==> src/rtl/dmem_arbiter_pkg.sv <==
// Shared widths and port tags for the data-memory arbiter (defaults mirror config.inc.v).
// Build option DMEM_ARB_ROUND_ROBIN_EN selects burst-limited round robin over fixed priority.
`ifndef DMEM_ADDR_WIDTH
`define DMEM_ADDR_WIDTH 12
`endif
`ifndef DMEM_DATA_WIDTH
`define DMEM_DATA_WIDTH 32
`endif
`ifndef DMEM_ARB_PORT_CPU
`define DMEM_ARB_PORT_CPU 0
`endif
`ifndef DMEM_ARB_PORT_DBG
`define DMEM_ARB_PORT_DBG 1
`endif

package dmem_arbiter_pkg;
    localparam int unsigned DMEM_ADDR_W = `DMEM_ADDR_WIDTH;
    localparam int unsigned DMEM_DATA_W = `DMEM_DATA_WIDTH;

    typedef enum logic {
        PORT_CPU = 1'(`DMEM_ARB_PORT_CPU),
        PORT_DBG = 1'(`DMEM_ARB_PORT_DBG)
    } port_e;
endpackage

==> src/rtl/dmem_arb_pick.sv <==
// Combinational grant selection for the two data-memory requesters.
// DMEM_ARB_ROUND_ROBIN_EN selects owner/burst arbitration; otherwise port 0 has fixed priority.
module dmem_arb_pick (
    input  logic [1:0] req,
    input  logic       owner,
    input  logic       burst_full,
    output logic [1:0] gnt
);
`ifdef DMEM_ARB_ROUND_ROBIN_EN
    // On contention the owner wins unless its burst is exhausted.
    always_comb begin
        gnt = req;
        if (&req) begin
            gnt = '0;
            gnt[owner ^ burst_full] = 1'b1;
        end
    end
`else
    logic unused_rr_inputs;
    assign unused_rr_inputs = owner ^ burst_full;

    always_comb begin
        gnt = '0;
        if (req[0])      gnt[0] = 1'b1;
        else if (req[1]) gnt[1] = 1'b1;
    end
`endif
endmodule

==> src/rtl/dmem_arbiter.sv <==
// Two-port arbiter in front of the single-port data memory; routes read data back by tag.
// DMEM_ARB_ROUND_ROBIN_EN enables the owner/burst_cnt registers for burst-limited round robin.
module dmem_arbiter
    import dmem_arbiter_pkg::*;
#(
    parameter int unsigned ADDR_WIDTH = DMEM_ADDR_W,
    parameter int unsigned DATA_WIDTH = DMEM_DATA_W,
    parameter int unsigned MAX_BURST  = 4
) (
    input  logic                  clk,
    input  logic                  reset,
    input  logic                  p0_req,
    input  logic                  p0_we,
    input  logic [ADDR_WIDTH-1:0] p0_addr,
    input  logic [DATA_WIDTH-1:0] p0_wdata,
    output logic                  p0_gnt,
    output logic                  p0_rvalid,
    output logic [DATA_WIDTH-1:0] p0_rdata,
    input  logic                  p1_req,
    input  logic                  p1_we,
    input  logic [ADDR_WIDTH-1:0] p1_addr,
    input  logic [DATA_WIDTH-1:0] p1_wdata,
    output logic                  p1_gnt,
    output logic                  p1_rvalid,
    output logic [DATA_WIDTH-1:0] p1_rdata,
    output logic [ADDR_WIDTH-1:0] mem_addr,
    output logic                  mem_wenable,
    output logic [DATA_WIDTH-1:0] mem_wvalue,
    input  logic [DATA_WIDTH-1:0] mem_rvalue
);
    logic [1:0]            req;
    logic [1:0]            gnt;
    logic                  gnt_any;
    port_e                 gnt_port;
    logic                  owner_bit;
    logic                  burst_full;
    logic                  rd_issue;
    logic                  rd_pend;
    port_e                 rd_tag;
    logic [DATA_WIDTH-1:0] p0_rdata_q;
    logic [DATA_WIDTH-1:0] p1_rdata_q;

    assign req = {p1_req, p0_req};

    dmem_arb_pick u_pick (
        .req        (req),
        .owner      (owner_bit),
        .burst_full (burst_full),
        .gnt        (gnt)
    );

    assign p0_gnt   = gnt[0];
    assign p1_gnt   = gnt[1];
    assign gnt_any  = |gnt;
    assign gnt_port = gnt[1] ? PORT_DBG : PORT_CPU;

`ifdef DMEM_ARB_ROUND_ROBIN_EN
    localparam int unsigned BURST_W = $clog2(MAX_BURST + 1);

    port_e              owner;
    logic [BURST_W-1:0] burst_cnt;

    always_ff @(posedge clk or posedge reset) begin
        if (reset) begin
            owner     <= PORT_CPU;
            burst_cnt <= '0;
        end else if (!gnt_any) begin
            burst_cnt <= '0;
        end else if (gnt_port == owner) begin
            if (burst_cnt != BURST_W'(MAX_BURST))
                burst_cnt <= burst_cnt + 1'b1;
        end else begin
            owner     <= gnt_port;
            burst_cnt <= BURST_W'(1);
        end
    end

    assign owner_bit  = (owner == PORT_DBG);
    assign burst_full = (burst_cnt == BURST_W'(MAX_BURST));
`else
    localparam int unsigned unused_max_burst = MAX_BURST;

    assign owner_bit  = 1'b0;
    assign burst_full = 1'b0;
`endif

    always_comb begin
        mem_addr    = '0;
        mem_wenable = 1'b0;
        mem_wvalue  = '0;
        if (gnt[0]) begin
            mem_addr    = p0_addr;
            mem_wenable = p0_we;
            mem_wvalue  = p0_wdata;
        end else if (gnt[1]) begin
            mem_addr    = p1_addr;
            mem_wenable = p1_we;
            mem_wvalue  = p1_wdata;
        end
    end

    assign rd_issue = gnt_any && !mem_wenable;

    always_ff @(posedge clk or posedge reset) begin
        if (reset) begin
            rd_pend <= 1'b0;
            rd_tag  <= PORT_CPU;
        end else begin
            rd_pend <= rd_issue;
            if (rd_issue)
                rd_tag <= gnt_port;
        end
    end

    assign p0_rvalid = rd_pend && (rd_tag == PORT_CPU);
    assign p1_rvalid = rd_pend && (rd_tag == PORT_DBG);

    // Memory data is live during the valid cycle; the register holds it afterwards.
    always_ff @(posedge clk or posedge reset) begin
        if (reset) begin
            p0_rdata_q <= '0;
            p1_rdata_q <= '0;
        end else begin
            if (p0_rvalid) p0_rdata_q <= mem_rvalue;
            if (p1_rvalid) p1_rdata_q <= mem_rvalue;
        end
    end

    assign p0_rdata = p0_rvalid ? mem_rvalue : p0_rdata_q;
    assign p1_rdata = p1_rvalid ? mem_rvalue : p1_rdata_q;
endmodule

==> config.mk <==
export PLATFORM = sky130hd
export DESIGN_NAME = dmem_arbiter
export DESIGN_NICKNAME = d
export VERILOG_FILES = /design/src/rtl/dmem_arbiter_pkg.sv /design/src/rtl/dmem_arb_pick.sv /design/src/rtl/dmem_arbiter.sv
export SDC_FILE = /design/constraint.sdc
export NUM_CORES = 1
export LEC_CHECK = 0
export ABC_AREA = 1
export CAP_MARGIN = 20
export CORE_MARGIN = 4
export CORE_UTILIZATION = 29
export CTS_CLUSTER_DIAMETER = 60
export DETAILED_ROUTE_END_ITERATION = 12
export PLACE_DENSITY = 0.7
export SYNTH_ARGS = -nofsm -noshare
export SYNTH_HDL_FRONTEND = slang
export SYNTH_SLANG_ARGS = --single-unit
==> constraint.sdc <==
create_clock -name clk -period 5.7 [get_ports clk]
set_input_delay 0.855 -clock clk [delete_from_list [all_inputs] [get_ports clk]]
set_output_delay 0.855 -clock clk [all_outputs]
set_load 0.02 [all_outputs]
# After elaboration in Yosys (flattened, before gate mapping)
# Index checks and enable logic that the tools add are counted.
[word_totals]
register_bits = 66
out_inout_bits = 113
wordCells = 22
[classes]
mux = 12
bitwise = 1
n_reduce_logical = 5
[op_table]
columns = ["cell", "n"]
rows = [
  ["$mux W32", 4],
  ["$mux W12", 2],
  ["$mux W1", 6],
  ["$logic_and A1 B1 Y1", 3],
  ["$reduce_or A2 Y1", 1],
  ["$logic_not A1 Y1", 1],
  ["$not A1 Y1", 1],
]

# Logic depth before layout (Yosys ltp)
# Gate-level depths: netlist of the first run.
[logic_depth]
word_depth = 6
ltp_mapped = 6
depth_no_buf = 4

# Cells and area by module
# From an unflattened synthesis of the first run, not the netlist that was laid out.
[hier_totals]
hier_cells = 407
area_unflattened_um2 = 3228.1
[modules_own_cells]
columns = ["module", "n_inst", "cells_per_inst", "area_each_um2"]
rows = [
  ["dmem_arbiter", 1, 404, 3210.6],
  ["dmem_arb_pick", 1, 3, 17.5],
]

# Worst setup path before layout of the first run
# No wires, ideal clock.
[synth_timing]
path_kind = "input to output"
startpoint = "input p1_req"
endpoint = "output mem_addr[10]"
arrival_ps = 1443
t_required_ps = 4845
path_slack_ps = 3402
cell_stages = 4
path_buffers = 2
cell_sequence = "buf_2 -> buf_2 -> nand3_1 -> nand2_1"
[synth_between]
elab_chain_len = 4
[synth_rtl]
columns = ["item", "line_no", "source"]
rows = [
  ["start: declaration", "dmem_arbiter.sv:19", "input logic p1_req,"],
  ["$mux W1", "dmem_arb_pick.sv:25", "else if (req[1]) gnt[1] = 1'b1;"],
  ["$mux W1", "dmem_arb_pick.sv:24", "if (req[0]) gnt[0] = 1'b1;"],
  ["$mux W12", "dmem_arbiter.sv:95", "end else if (gnt[1]) begin"],
  ["$mux W12", "dmem_arbiter.sv:91", "if (gnt[0]) begin"],
  ["end: declaration", "dmem_arbiter.sv:26", "output logic [ADDR_WIDTH-1:0] mem_addr,"],
]
# Every way passes these cells.

# Worst setup path in the final report of the first run
[layout_timing]
startpoint = "input p0_req"
endpoint = "output mem_addr[4]"
[layout_between]
elab_chain_len = 3
elab_cells_between_ends = 4
cone_classes = "4 x mux"
[layout_rtl]
columns = ["item", "line_no", "source"]
rows = [
  ["start: declaration", "dmem_arbiter.sv:12", "input logic p0_req,"],
  ["$mux W1", "dmem_arb_pick.sv:24", ""],
  ["$mux W12", "dmem_arbiter.sv:95", ""],
  ["$mux W12 *", "dmem_arbiter.sv:91", ""],
]
# Mark *: on every way between the ends. The rest lies on a longest branch, timed or not.

==> results of run 1 <==
## routing by layer
layer | up-vias | GRT usage (%) | routed length [microns]
met4 | 0 | 6.97 | 307
met3 | 16 | 6.24 | 1030
met1 | 1724 | 21.4 | 4850
li1 | 1856 | - | -
met2 | 152 | 34.9 | 6850
met5 | - | 0 | 0
## final cells by class
type                    instances  area share (%)
diodes                          1          0.0416
clock buffers                   9            3.74
clock inverters                 7            1.70
inverters                       8           0.499
multi-input cells             335            23.2
flip-flops and latches         66            27.5
well taps                     140            2.91
repair buffers                244            40.4
## sequential cells by signal, indices dropped and copies added, names as in the netlist
signal      cells
p0_rdata_q     32
p1_rdata_q     32
rd_pend         1
rd_tag          1
## final timing paths
path                       cells past startpoint            end     startpoint  slack, ns
setup / recovery                               6    mem_addr[4]         p0_req       1.76
hold / removal                                 2  p1_rdata_q[1]  p1_rdata_q[1]       0.46
setup reg to reg                               4  p0_rdata_q[7]         rd_tag       3.48
max in group asynchronous                      3        rd_pend          reset       4.01
min in group asynchronous                      3  p1_rdata_q[9]          reset       1.10
hold reg to reg                                2  p1_rdata_q[1]  p1_rdata_q[1]       0.46
## kinds of logic after synthesis
| family | count (synthesis) | share of synthesized area (%) |
|---|---|---|
| buf+inv | 43 | 7.44 |
| flops | 66 | 50.1 |
| simple gates | 335 | 42.4 |
## placed cells by master, fill, tap and decap left out, types with 2 or more instances in the layout
cell type and instances:
clkinv_4 3, clkdlybuf4s50_1 238, inv_1 5, buf_4 5, inv_2 3, dfrtp_1 65
nand2_1 223, bufinv_16 2, nand3_1 110, clkbuf_16 9
## through the flow
step	power, W	hold WS (ns)
6_report	0.00201	0.464
3_3_place_gp	0.00141	0.451
4_1_cts	0.00203	0.468
5_1_grt	0.00212	0.478
2_1_floorplan	0.00100	0.581
3_5_place_dp	0.00143	0.455
## worst register-to-register path: stages (launching register included)
cell and delay [ns]:
dfrtp_1 0.59, inv_2 0.58, nand2_2 0.61, nand2_1 0.19
nand2_1 0.11
## power by group through the flow
stage	Combinational (W)	Sequential [W]	Clock, W
2_1_floorplan	0.000391	0.000611	0
3_3_place_gp	0.000791	0.000623	0
3_5_place_dp	0.000799	0.000627	0
4_1_cts	0.000803	0.000619	0.000612
5_1_grt	0.000852	0.000632	0.000637
6_report	0.000793	0.000619	0.000599
==> results.yml, run 1 <==
die:
  io_pins: 239
  die_area_sq_mm: 0.0131
  rows: 38
  core_area_sq_mm: 0.0110
  fp.dieW_microns: 115
  die_h_microns: 115
  initial_utilization_pct: 30.0
clock_network:
  postCtsSetupBuffers: 0
  cts_max_level: 3
  ctsHoldBuffers: 0
  cts_resized: 0
  cts_tree: "done"
  cts_inserted_buffers: 9
  clock-root-buffer: "clkbuf_16"
  path_clk_slew_ns: 0.05
  cts_num_sinks: 66
  clkLatencyLatePin_ns: 0.32
  clockBufferDepth: 2
drt:
  vias_per_cell: 4.63
  drtIter0Drc: 266
  first_pass_iters: 4
  wl_microns: 13000
  drc: 0
  antenna_left: 0
  wl_per_cell_microns: 16.1
  vias: 3748
cells_and_area:
  utilization_pct: 54.8
  fin_area_sq_mm: 0.00602
  nets: 790
  final_cells: 810
  drive_gt1_share_pct: 4.04
  area_delta_synth_final_pct: 82.8
  seqCellArea_sq_mm: 0.00165
  multi_input_area_sq_mm: 0.00140
  nFillCells: 1035
logic_synthesis:
  syn-cell-area_sq_mm: 0.00329
  yosys.area.top_type: "dfrtp_1"
  synthCells: 444
  synthTopCellsByCount: "nand2_1, nand3_1, dfrtp_1"
  yosys-top-cells-area: "dfrtp_1, nand2_1, nand3_1"
  synth.distinct_cells: 11
  yosysMostFrequentCell: "nand2_1"
  synth-seq-cells: 66
  yosysSeqAreaShare_pct: 50.1
  async_reset_ff_share_pct: 100
  synth_nets: 570
  syn_avg_cell_area_sq_um: 7.42
  synth_warnings: 0
  synth_edf_count: 0
  synth_ff_type: "dfrtp_1"
  yosys.area.top_type_share_pct: 50.1
sta:
  worst_slew_pin_slew_ns: 0.824
  setup_viol: 0
  relSlewSlack_pct: 45.1
  fin_ws_ns: 1.76
  finalHoldViolCount: 0
  post-route-period-util_pct: 69.1
  rsz0062_at_grt: "false"
  maxSlewViolCount: 0
  skew_ns: 0.00510
  period_needed_ns: 3.94
  timing.fmax_ghz: 0.254
  setup_tns_ns: 0
power:
  switching_power_w: 0.000674
  peakVddDrop_v: 0.000168
  static-leakage-power_nw: 2.89
  swShare_pct: 33.5
  clockPowerShare_pct: 29.8
  power_frac_seq_pct: 30.8
  p_comb_share_pct: 39.4
  power.density_mw_per_mm2: 334
  internal_power_w: 0.00134
worst_setup_path:
  worstSetupStartpointType: "input port"
  critPathBufInv: 4
  critical_path_arrival_ns: 3.08
  cpMaxStageDelayCell: "clkdlybuf4s50_1"
  cp_common_cell: "clkdlybuf4s50_1"
  cp-end-kind: "output pin"
  max_stage_delay_ns: 0.63
  cp_max_fo: 49
  critical_path.cell_chain: "clkdlybuf4s50_1 -> buf_4 -> inv_2 -> nand3_1 -> nand2_1 -> clkdlybuf4s50_1"
  critPathTopFamily: "buffers and inverters"
  critPathKind: "input port to output pin"
  critical_path_required_ns: 4.85
min_path:
  min_path_type: "flip-flop to flip-flop"
placed_design:
  place_congestion: 0.880
  dp.cells: 793
  placed_cell_area_sq_mm: 0.00569
  port_buffers: 238
  dp_slack_ns: 1.72
  dp_hpwl_microns: 9870
grt:
  grt_pass1_wl_microns: 19900
  antenna_found_initial: 1
  grt_max_degree: 67
  grt_use_total_pct: 19.5
  grt-ovfl-total: 0
  grt_pass1_vias: 3780
job:
  maxCapViolCount: 0
outcome:
  status: "finished clean"
Note: power is estimated with default switching activity, not from simulation.
==> inputs of run 2 (changes only) <==
--- a/config.mk
+++ b/config.mk
@@ -11,7 +11,7 @@
 export CORE_UTILIZATION = 29
 export CTS_CLUSTER_DIAMETER = 60
 export DETAILED_ROUTE_END_ITERATION = 12
-export PLACE_DENSITY = 0.7
+export PLACE_DENSITY = 0.72
 export SYNTH_ARGS = -nofsm -noshare
 export SYNTH_HDL_FRONTEND = slang
 export SYNTH_SLANG_ARGS = --single-unit
==> constraint.sdc (replaced) <==
create_clock -name clk -period 3.5 [get_ports clk]
set_input_delay 0.525 -clock clk [delete_from_list [all_inputs] [get_ports clk]]
set_output_delay 0.525 -clock clk [all_outputs]
set_load 0.02 [all_outputs]
==> results.yml, run 2 (synthesized netlist as in run 1, its figures left out) <==
clock_network:
  clock-root-buffer: "clkbuf_16"
  path_clk_slew_ns: 0.06
  cts_max_level: 3
  clkLatencyLatePin_ns: 0.32
  ctsHoldBuffers: 0
  cts_resized: 0
  postCtsSetupBuffers: 0
  cts_inserted_buffers: 9
  cts_tree: "done"
  cts_num_sinks: 66
  clockBufferDepth: 2
die:
  fp.dieW_microns: 115
  rows: 38
  die_area_sq_mm: 0.0131
  die_h_microns: 115
  io_pins: 239
  core_area_sq_mm: 0.0110
  initial_utilization_pct: 30.0
cells_and_area:
  area_delta_synth_final_pct: 83.0
  final_common_cell: "clkdlybuf4s50_1"
  drive_gt1_share_pct: 5.04
  nFillCells: 1001
  nets: 795
  final_cell_mix: "clkdlybuf4s50_1, nand2_1, nand3_1"
  top_regs: "p0_rdata_q: 32 flops, p1_rdata_q: 32 flops"
  utilization_pct: 54.9
worst_setup_path:
  rr_startpoint: "rd_pend"
  critPathTopFamily: "buffers and inverters"
  critical_path.cell_chain: "nand2_1 -> buf_4 -> nand2_1 -> nand2_1 -> clkdlybuf4s50_1"
  cp_common_cell: "nand2_1"
  cp_max_fo: 31
  worstSetupStartpointType: "flip-flop"
  r2r_setup_slack_ns: 1.62
  critPathBufInv: 2
  critical_path_required_ns: 2.97
  critical_path_arrival_ns: 2.62
  cp-end-kind: "output pin"
  cp-startpoint: "rd_pend"
  max_stage_delay_ns: 0.73
  r2r_end: "p1_rdata_q[29]"
  cpMaxStageDelayCell: "dfrtp_2"
  critPathKind: "flip-flop to output pin"
  crit_cells: 5
  r2r_cells: 4
outcome:
  status: "finished clean"
drt:
  drc: 0
  antenna_left: 0
  vias: 3844
  first_pass_iters: 6
  wl_per_cell_microns: 16.4
  wl_microns: 13500
  vias_per_cell: 4.70
  drtIter0Drc: 198
power:
  peakVddDrop_v: 0.000283
  power.density_mw_per_mm2: 531
  static-leakage-power_nw: 2.90
sta:
  relSlewSlack_pct: 53.7
  post-route-period-util_pct: 89.9
  setup_viol: 0
  setup_tns_ns: 0
  timing.fmax_ghz: 0.318
  period_needed_ns: 3.15
  finalHoldViolCount: 0
  worst_slew_pin_slew_ns: 0.693
  maxSlewViolCount: 0
  rsz0062_at_grt: "false"
  skew_ns: 0.00611
job:
  maxCapViolCount: 0
placed_design:
  port_buffers: 238
  dp_hpwl_microns: 10500
  place_congestion: 0.932
grt:
  grt_max_degree: 48
  grt_pass1_wl_microns: 20500
  grt-ovfl-total: 0
  grt_use_total_pct: 20.0
  antenna_found_initial: 4
  grt_pass1_vias: 3999
min_path:
  holdPathEnd: "p1_rdata_q[13]"
  worstHoldStart: "p1_rdata_q[13]"
  min_path_type: "flip-flop to flip-flop"
  min_delay_path_depth: 2
==> run 2: power by group <==
| part | switching (W) | internal [W] |
|---|---|---|
| Sequential | 0.0000577 | 0.000946 |
| Clock | 0.000319 | 0.000571 |
| Combinational | 0.000706 | 0.000603 |
| Total | 0.00108 | 0.00212 |
==> run 2: how the worst max path moves through the flow <==
stage,to,slack (ns)
floorplan,p0_rdata_q[0],1.32
global placement,mem_addr[4],0.46
detailed placement,mem_addr[4],0.47
CTS,p1_rdata[29],0.32
global route,p1_rdata[29],0.17
finish,p1_rdata[29],0.35
==> run 2: per-stage QoR <==
stage | instances | total power, W | instance area (sq um) | worst slack (ns) | hold WS, ns
floorplan | 444 | 0.00163 | 3290 | 1.32 | 0.581
global placement | 798 | 0.00231 | 5720 | 0.464 | 0.451
detailed placement | 798 | 0.00233 | 5720 | 0.469 | 0.458
CTS | 814 | 0.00324 | 6020 | 0.322 | 0.471
global route | 818 | 0.00338 | 6030 | 0.169 | 0.483
finish | 818 | 0.00320 | 6030 | 0.352 | 0.466
==> run 2: area by class of cell <==
| type | count | area (sq um) | share of cell area, % |
|---|---|---|---|
| Timing Repair Buffer | 249 | 2460 | 40.8 |
| Sequential cell | 66 | 1650 | 27.4 |
| Clock buffer | 10 | 239 | 3.96 |
| Multi-Input combinational cell | 335 | 1400 | 23.2 |
| Inverter | 8 | 30.0 | 0.498 |
| Tap cell | 140 | 175 | 2.91 |
| Clock inverter | 6 | 65.1 | 1.08 |
| Antenna cell | 4 | 10.0 | 0.166 |
==> run 2: worst min-delay path: stages, from the launching register on <==
cell	delay [ns]
dfrtp_1	0.32
nand2_1	0.05
nand2_1	0.06
==> run 2: per-layer routing <==
layer,up-vias,GRT usage (%),part of all wire (%)
met1,1783,21.4,36
li1,1871,-,-
met2,168,36.2,53
met4,0,9.26,3.5
met3,22,5.66,7.1
met5,-,0,0
